**src/rtl/sc_phase_gen.sv**
```systemverilog
// Two-phase non-overlapping clock generator (phi1/phi2) with sample strobe and period counter.
// Define SC_PHASE_EARLY_EN to add early-falling phases o_phi1e/o_phi2e (minimum phase width becomes 2).
//
//   state  | meaning
//   IDLE   | stopped, waiting for i_en
//   PH1    | phi1 high for H cycles
//   GAP12  | dead time after phi1, D cycles
//   PH2    | phi2 high for H cycles
//   GAP21  | dead time after phi2, D cycles; period end
module sc_phase_gen #(
  parameter int DIV_W = 8,
  parameter int DT_W  = 4,
  parameter int CNT_W = 16
) (
  input  logic             i_clk,
  input  logic             i_rst,
  input  logic             i_en,
  input  logic [DIV_W-1:0] i_half_period,
  input  logic [DT_W-1:0]  i_dead_time,
  output logic             o_phi1,
  output logic             o_phi2,
  output logic             o_sample_strobe,
  output logic [CNT_W-1:0] o_period_cnt,
  output logic             o_busy
`ifdef SC_PHASE_EARLY_EN
  ,
  output logic             o_phi1e,
  output logic             o_phi2e
`endif
);

`ifdef SC_PHASE_EARLY_EN
  localparam logic [DIV_W-1:0] H_MIN = DIV_W'(2);
`else
  localparam logic [DIV_W-1:0] H_MIN = DIV_W'(1);
`endif

  typedef enum logic [4:0] {
    S_IDLE  = 5'b00001,
    S_PH1   = 5'b00010,
    S_GAP12 = 5'b00100,
    S_PH2   = 5'b01000,
    S_GAP21 = 5'b10000
  } state_t;

  state_t           r_state;
  logic [DIV_W-1:0] r_cnt;
  logic [DIV_W-1:0] r_h;
  logic [DT_W-1:0]  r_d;
  logic             r_strobe;
  logic [CNT_W-1:0] r_pcnt;
  logic             r_busy;
`ifdef SC_PHASE_EARLY_EN
  logic             r_phi1e;
  logic             r_phi2e;
`endif

  logic [DIV_W-1:0] w_h_eff;
  logic [DT_W-1:0]  w_d_eff;
  logic [DIV_W-1:0] w_d_m1;
  logic             w_cnt_zero;

  // Gap counts are zero-extended into the phase counter, so DT_W must not exceed DIV_W.
  assign w_h_eff    = (i_half_period < H_MIN) ? H_MIN : i_half_period;
  assign w_d_eff    = (i_dead_time == '0) ? DT_W'(1) : i_dead_time;
  assign w_d_m1     = DIV_W'(r_d - DT_W'(1));
  assign w_cnt_zero = (r_cnt == '0);

  always_ff @(posedge i_clk) begin
    if (i_rst) begin
      r_state  <= S_IDLE;
      r_cnt    <= '0;
      r_h      <= DIV_W'(1);
      r_d      <= DT_W'(1);
      r_strobe <= 1'b0;
      r_pcnt   <= '0;
      r_busy   <= 1'b0;
`ifdef SC_PHASE_EARLY_EN
      r_phi1e  <= 1'b0;
      r_phi2e  <= 1'b0;
`endif
    end else begin
      r_strobe <= 1'b0;
      case (r_state)
        S_IDLE: begin
          if (i_en) begin
            r_state <= S_PH1;
            r_h     <= w_h_eff;
            r_d     <= w_d_eff;
            r_cnt   <= w_h_eff - DIV_W'(1);
            r_busy  <= 1'b1;
`ifdef SC_PHASE_EARLY_EN
            r_phi1e <= 1'b1;
`endif
          end
        end
        S_PH1: begin
          if (w_cnt_zero) begin
            r_state <= S_GAP12;
            r_cnt   <= w_d_m1;
          end else begin
            r_cnt   <= r_cnt - DIV_W'(1);
          end
`ifdef SC_PHASE_EARLY_EN
          r_phi1e <= !w_cnt_zero && (r_cnt != DIV_W'(1));
`endif
        end
        S_GAP12: begin
          if (w_cnt_zero) begin
            r_state <= S_PH2;
            r_cnt   <= r_h - DIV_W'(1);
`ifdef SC_PHASE_EARLY_EN
            r_phi2e <= 1'b1;
`endif
          end else begin
            r_cnt   <= r_cnt - DIV_W'(1);
          end
        end
        S_PH2: begin
          if (w_cnt_zero) begin
            r_state  <= S_GAP21;
            r_cnt    <= w_d_m1;
            r_strobe <= 1'b1;
          end else begin
            r_cnt    <= r_cnt - DIV_W'(1);
          end
`ifdef SC_PHASE_EARLY_EN
          r_phi2e <= !w_cnt_zero && (r_cnt != DIV_W'(1));
`endif
        end
        S_GAP21: begin
          if (w_cnt_zero) begin
            r_pcnt <= r_pcnt + CNT_W'(1);
            // New configuration is only picked up here, at the period boundary.
            if (i_en) begin
              r_state <= S_PH1;
              r_h     <= w_h_eff;
              r_d     <= w_d_eff;
              r_cnt   <= w_h_eff - DIV_W'(1);
`ifdef SC_PHASE_EARLY_EN
              r_phi1e <= 1'b1;
`endif
            end else begin
              r_state <= S_IDLE;
              r_busy  <= 1'b0;
            end
          end else begin
            r_cnt <= r_cnt - DIV_W'(1);
          end
        end
        default: begin
          r_state <= S_IDLE;
          r_busy  <= 1'b0;
        end
      endcase
    end
  end

  assign o_phi1          = r_state[1];
  assign o_phi2          = r_state[3];
  assign o_sample_strobe = r_strobe;
  assign o_period_cnt    = r_pcnt;
  assign o_busy          = r_busy;
`ifdef SC_PHASE_EARLY_EN
  assign o_phi1e         = r_phi1e;
  assign o_phi2e         = r_phi2e;
`endif

endmodule

```
**config.mk**
```make
export PLATFORM = sky130hd
export DESIGN_NAME = sc_phase_gen
export DESIGN_NICKNAME = d
export VERILOG_FILES = /design/src/rtl/sc_phase_gen.sv
export SDC_FILE = /design/constraint.sdc
export NUM_CORES = 1
export LEC_CHECK = 0
export CORE_UTILIZATION = 40
export DETAILED_ROUTE_END_ITERATION = 7
export GPL_TIMING_DRIVEN = 0
export HOLD_SLACK_MARGIN = 0.06
export SLEW_MARGIN = 40
export SYNTH_ARGS = -nofsm -noshare
export SYNTH_HDL_FRONTEND = slang
export SYNTH_SLANG_ARGS = --single-unit
```
**constraint.sdc**
```tcl
create_clock -name i_clk -period 3.1 [get_ports i_clk]
set_input_delay 0.62 -clock i_clk [delete_from_list [all_inputs] [get_ports i_clk]]
set_output_delay 0.62 -clock i_clk [all_outputs]
set_load 0.03 [all_outputs]
```
### Word level (Yosys, flattened, before mapping)

Index checks and enable logic that the tools add are counted.

* $add $sub $neg: 5
* multiply operators: 0
* divide/modulo/power cells: 0
* $lt $le $gt $ge: 1
* equality and inequality tests: 11
* shifts and indexed selects: 0
* mux-type cells: 25
* bitwise logic cells: 2
* reductions and logical operators: 11

Operators with widths (number)
* 2-to-1 mux 8 bit: 7
* case mux 8 bit (4 select lines): 1
* 2-to-1 mux 5 bit: 5
* case mux 5 bit (5 select lines): 1
* subtractor 8 x 1 -> 8 bit (second input constant): 3
* adder 16 x 1 -> 16 bit (second input constant): 1
* case mux 8 bit (2 select lines): 1
* 2-to-1 mux 4 bit: 3
* != test 2 bit (second input constant): 6
* zero test 8 bit: 1
* less-than comparator 8 x 1 -> 1 bit (second input constant): 1
* case mux 4 bit (2 select lines): 1
* equality test 5 x 1 -> 1 bit (second input constant): 1
* equality test 5 x 2 -> 1 bit (second input constant): 1
* equality test 5 x 3 -> 1 bit (second input constant): 1
* equality test 5 x 4 -> 1 bit (second input constant): 1
* equality test 5 bit (second input constant): 1
* AND reduction 5 bit: 1
* subtractor 4 x 1 -> 5 bit (second input constant): 1
* zero test 4 bit: 1
* 2-to-1 mux 1 bit: 4
* AND reduction 2 bit: 2
* AND reduction 4 bit: 1
* nonzero test 4 bit: 1
* 6 further kinds: 8

* register bits after elaboration: 43
* bits in latches: 0
* memory bits (writable): 0
* ROM bits: 0
* input port bits: 15
* output and inout bits: 20
* logic and storage cells: 62
* memories kept: 0

### Logic depth before layout (Yosys ltp)

* depth after elaboration: 6
* mapped depth: 10
* depth with buffers taken out: 9

### Least setup slack after synthesis

No wires, ideal clock.

* path kind: register to register
* start: reg r_state[1]
* end: reg r_pcnt[15], in the netlist o_period_cnt[15]
* setup time: 128 ps
* data arrival time: 2376 ps
* data required time: 2972 ps
* slack: 597 ps
* cell stages (with the launch flop): 9
* buffers on the path: 2
* clock period less this slack: 2503 ps
* path through: dfxtp_1 buf_2 or4b_4 nor4_4 nand4_2 buf_6 nor4_4 xnor2_1 nor2_1

* longest elaborated chain between the ends: 2

RTL lines
* from (decl): RTL line 46 `state_t r_state;`
* from (signal assigned): RTL line 71 `r_state <= S_IDLE;`
* from (signal assigned): RTL line 87 `r_state <= S_PH1;`
* from (signal assigned): RTL line 99 `r_state <= S_GAP12;`
* equality test 5 bit: RTL line 84 `case (r_state)`
* AND reduction 2 bit (no source line)
* to (signal assigned): RTL line 133 `r_pcnt <= r_pcnt + CNT_W'(1);`
* to (decl): RTL line 51 `logic [CNT_W-1:0] r_pcnt;`

Every way passes these cells.
A chain may end at the register's enable or synchronous reset.

### Worst setup path after layout

* start: in i_half_period[4]
* end: reg r_cnt[4]

* longest elaborated chain between the ends: 6

RTL lines
* from (decl): RTL line 18 `input logic [DIV_W-1:0] i_half_period,`
* less-than comparator 8 x 1 -> 1 bit: RTL line 64 `assign w_h_eff = (i_half_period < H_MIN) ? H_MIN : i_half_period;`
* 2-to-1 mux 8 bit *: RTL line 64
* subtractor 8 x 1 -> 8 bit *: RTL line 90, 139
* 2-to-1 mux 8 bit *: RTL line 86, 135
* 2-to-1 mux 8 bit: RTL line 132 `if (w_cnt_zero) begin`
* case mux 8 bit (4 select lines) *: RTL line 84
* to (signal assigned): RTL line 90 `r_cnt <= w_h_eff - DIV_W'(1);`
* to (signal assigned): RTL line 139 `r_cnt <= w_h_eff - DIV_W'(1);`
* to (signal assigned): RTL line 148 `r_cnt <= r_cnt - DIV_W'(1);`
* to (decl): RTL line 47 `logic [DIV_W-1:0] r_cnt;`

Mark *: on every way between the ends. The rest lies on a longest branch, timed or not.

==> impl_metrics.py <==
metrics = {
    "clocking": {
        "postCtsSetupBuffers": 0,
        "clk_path_buf_depth": 2,
        "cts.repair.resized": 0,
        "clkLatencyLatePin_ns": 0.30,
        "postCtsHoldBufs": 0,
        "cts.clk_slew.worst_paths_ns": 0.08,
        "root_buffer": "clkbuf_8",
        "clock_sink_count": 43,
        "htree_levels": 2,
        "cts_buffers": 5,
        "cts_tree": "done",
    },
    "global_routing": {
        "grt_overflow": 0,
        "grt_pass1_vias": 2356,
        "antenna_found_initial": 0,
        "grt_pass1_wl_mm": 11.71,
        "grt_start_max_net_pins": 14,
        "groute.usage.overall_pct": 20.65,
    },
    "floorplan": {
        "design.core.area_um2": 6386,
        "rows": 29,
        "ios": 35,
        "initial_core_util_pct": 41.73,
        "dieArea_um2": 6993,
        "die_h_um": 83.63,
        "die_w_um": 83.63,
    },
    "synthesis": {
        "synth_cells": 341,
        "synth_top_cell_area_share_pct": 32.30,
        "synth_area_leaders": "dfxtp_1, nor2_1, xnor2_1",
        "synth_fp_nets": 361,
        "syn_area_um2": 2665,
        "synthFlopType": "dfxtp_1",
        "yosysWarnings": 0,
        "synth.most_common_cell": "nor2_1",
        "synth_common_cells": "nor2_1, dfxtp_1, nand2_1",
        "synth-edff-count": 0,
        "async_reset_ff_share_pct": 0,
        "synth_cell_type_count": 51,
        "synth_top_area_cell": "dfxtp_1",
        "synth_area_per_cell_um2": 7.815,
        "ys_seq_area_share_pct": 32.30,
        "ys_ff_latch": 43,
    },
    "setup_path": {
        "cp_slowest_cell": "clkdlybuf4s50_1",
        "start_kind": "input pin",
        "cp_data_arrival_time_ns": 3.16,
        "path_class": "in -> reg",
        "cp_max_fo": 7,
        "critPathBufInv": 1,
        "worstPathRequired_ns": 3.27,
        "endpoint_kind": "flop",
        "max_stage_delay_ns": 0.63,
        "cp_common_cell": "a21oi_1",
        "cp_cell_sequence": "clkdlybuf4s50_1 > nor4_1 > a21oi_1 > ha_1 > nor3b_1 > xnor2_1 > a21oi_1 > a2111oi_0 > nor3_1",
        "cp_top_family": "compound AO/OA/AOI/OAI gates",
    },
    "power_and_ir_drop": {
        "leakagePower_nw": 1.135,
        "cellPowerDensity_nw_per_um2": 437.9,
        "p_clk_share_pct": 25.4,
        "p_comb_share_pct": 29.4,
        "ir_drop_mv": 0.2818,
        "total_power_mw": 1.390,
        "p_sw_share_pct": 34.41,
        "internal_power_mw": 0.9117,
        "p_seq_share_pct": 45.2,
        "power.switching_mw": 0.4783,
    },
    "placed_design": {
        "place_ws_ns": -0.1765,
        "dp_hpwl_mm": 5.120,
        "io_buffers": 33,
        "place_area_um2": 3092,
        "gp_congestion": 0.8423,
    },
    "drt": {
        "wl_per_cell_um": 15.34,
        "wirelength_mm": 7.024,
        "vias_per_cell": 5.635,
        "drtAntennaViolNets": 0,
        "drt-initial-drc-count": 186,
        "drtPass1Iterations": 5,
        "vias": 2581,
        "route.detailed.drc": 0,
    },
    "run": {
        "cap_viol_max_count": 0,
    },
    "timing": {
        "fin_skew_ns": 0.006597,
        "fmax_mhz": 334.7,
        "fin_crit_sh_pct": 96.38,
        "hold_viol": 0,
        "setup_viol": 0,
        "rsz0062_at_grt": "no",
        "worst_pin_slew_ns": 0.6747,
        "max_slew_margin_pct": 54.86,
        "min_period_ns": 2.988,
        "fin_ws_ns": 0.1122,
        "maxSlewViolCount": 0,
    },
    "finish": {
        "utilization_pct": 49.71,
        "diodes": 0,
        "fin_area_um2": 3174,
        "layout-drive-gt1-share_pct": 7.874,
        "regArea_um2": 860.8,
        "areaGrowthSynthToFinish_pct": 19.11,
        "multiInputGateArea_um2": 1667,
        "fillers": 649,
        "final_nets": 401,
    },
    "status": {
        "status": "complete, no violations",
    },
    "min_path": {
        "min-delay-path-class": "reg -> reg",
    },
}
[power groups by stage]
stage / registers, mW / clock network (mW) / logic (mW)
final: 0.628 / 0.353 / 0.409
after global routing: 0.635 / 0.381 / 0.453
after CTS: 0.628 / 0.367 / 0.404
after detailed placement: 0.641 / 0 / 0.402
after global placement: 0.641 / 0 / 0.401
after floorplan: 0.637 / 0 / 0.291
[state kept, by name, summed over array words and instances, names as in the netlist]
name,flops
o_period_cnt,16
r_h,8
r_state,5
r_d,4
o_sample_strobe,1
r_cnt,8
o_busy,1
[cell families (layout without fill, tap and decap cells)]
kind of cell	Yosys count	in the layout	share of synthesized area (%)
simple gates	147	147	29.53
compound gates	84	84	19.95
flops	43	43	32.30
buf+inv	30	70	5.164
xor+xnor	28	28	9.202
fa+ha+maj	5	5	2.347
mux	4	4	1.502
[metal layers]
layer | vias up | track usage [%] | routed length (um)
met4 | 0 | 7.396 | 136
met5 | - | 0 | 0
met3 | 12 | 3.264 | 350
li1 | 1301 | - | -
met1 | 1200 | 29.90 | 3485
met2 | 68 | 30.82 | 3052
[layout make-up]
type	count	area share, %
multi-input combinational	268	52.50
sequential	43	27.12
timing repair buffer	33	10.41
buffer	20	3.153
tap	77	3.035
clock buffer	5	2.168
inverter	10	1.183
clock inverter	2	0.4336
[layout by cell type (no fill, tap or decap), types with 6 or more instances in the layout]
cell type,Yosys,routed
nor2_1,45,45
dfxtp_1,43,43
nand2_1,35,35
clkdlybuf4s50_1,0,33
a21oi_1,29,29
xnor2_1,18,18
o21ai_0,17,17
nor3_1,15,15
clkbuf_1,15,15
inv_1,10,10
xor2_1,10,10
and3_1,7,7
nand3_1,6,6
[per-stage QoR]
| stage | hold slack, ns | setup TNS [ns] | instances |
|---|---|---|---|
| 5_1_grt | 0.5106 | 0 | 458 |
| 3_3_place_gp | 0.4664 | -0.2353 | 451 |
| 4_1_cts | 0.4830 | 0 | 458 |
| 2_1_floorplan | 0.4488 | 0 | 341 |
| 6_report | 0.4783 | 0 | 458 |
| 3_5_place_dp | 0.4703 | -0.3036 | 451 |
[tightest hold or removal path, stage by stage (launching register included)]
cell	delay (ns)
dfxtp_1	0.33
nand2_1	0.06
a21oi_1	0.05
[path summary, 6_finish.rpt]
check / depth (start not counted) / slack (ns) / end / start
setup / recovery: 9 / 0.11 / r_cnt[4]$_SDFFE_PP0P_ / i_half_period[4]
hold reg to reg: 2 / 0.48 / r_d[1]$_SDFFE_PP0P_ / r_d[1]$_SDFFE_PP0P_
setup reg to reg: 10 / 0.33 / r_cnt[4]$_SDFFE_PP0P_ / r_cnt[0]$_SDFFE_PP0P_
hold / removal: 2 / 0.48 / r_d[1]$_SDFFE_PP0P_ / r_d[1]$_SDFFE_PP0P_
(Power assumes the default switching activity.)
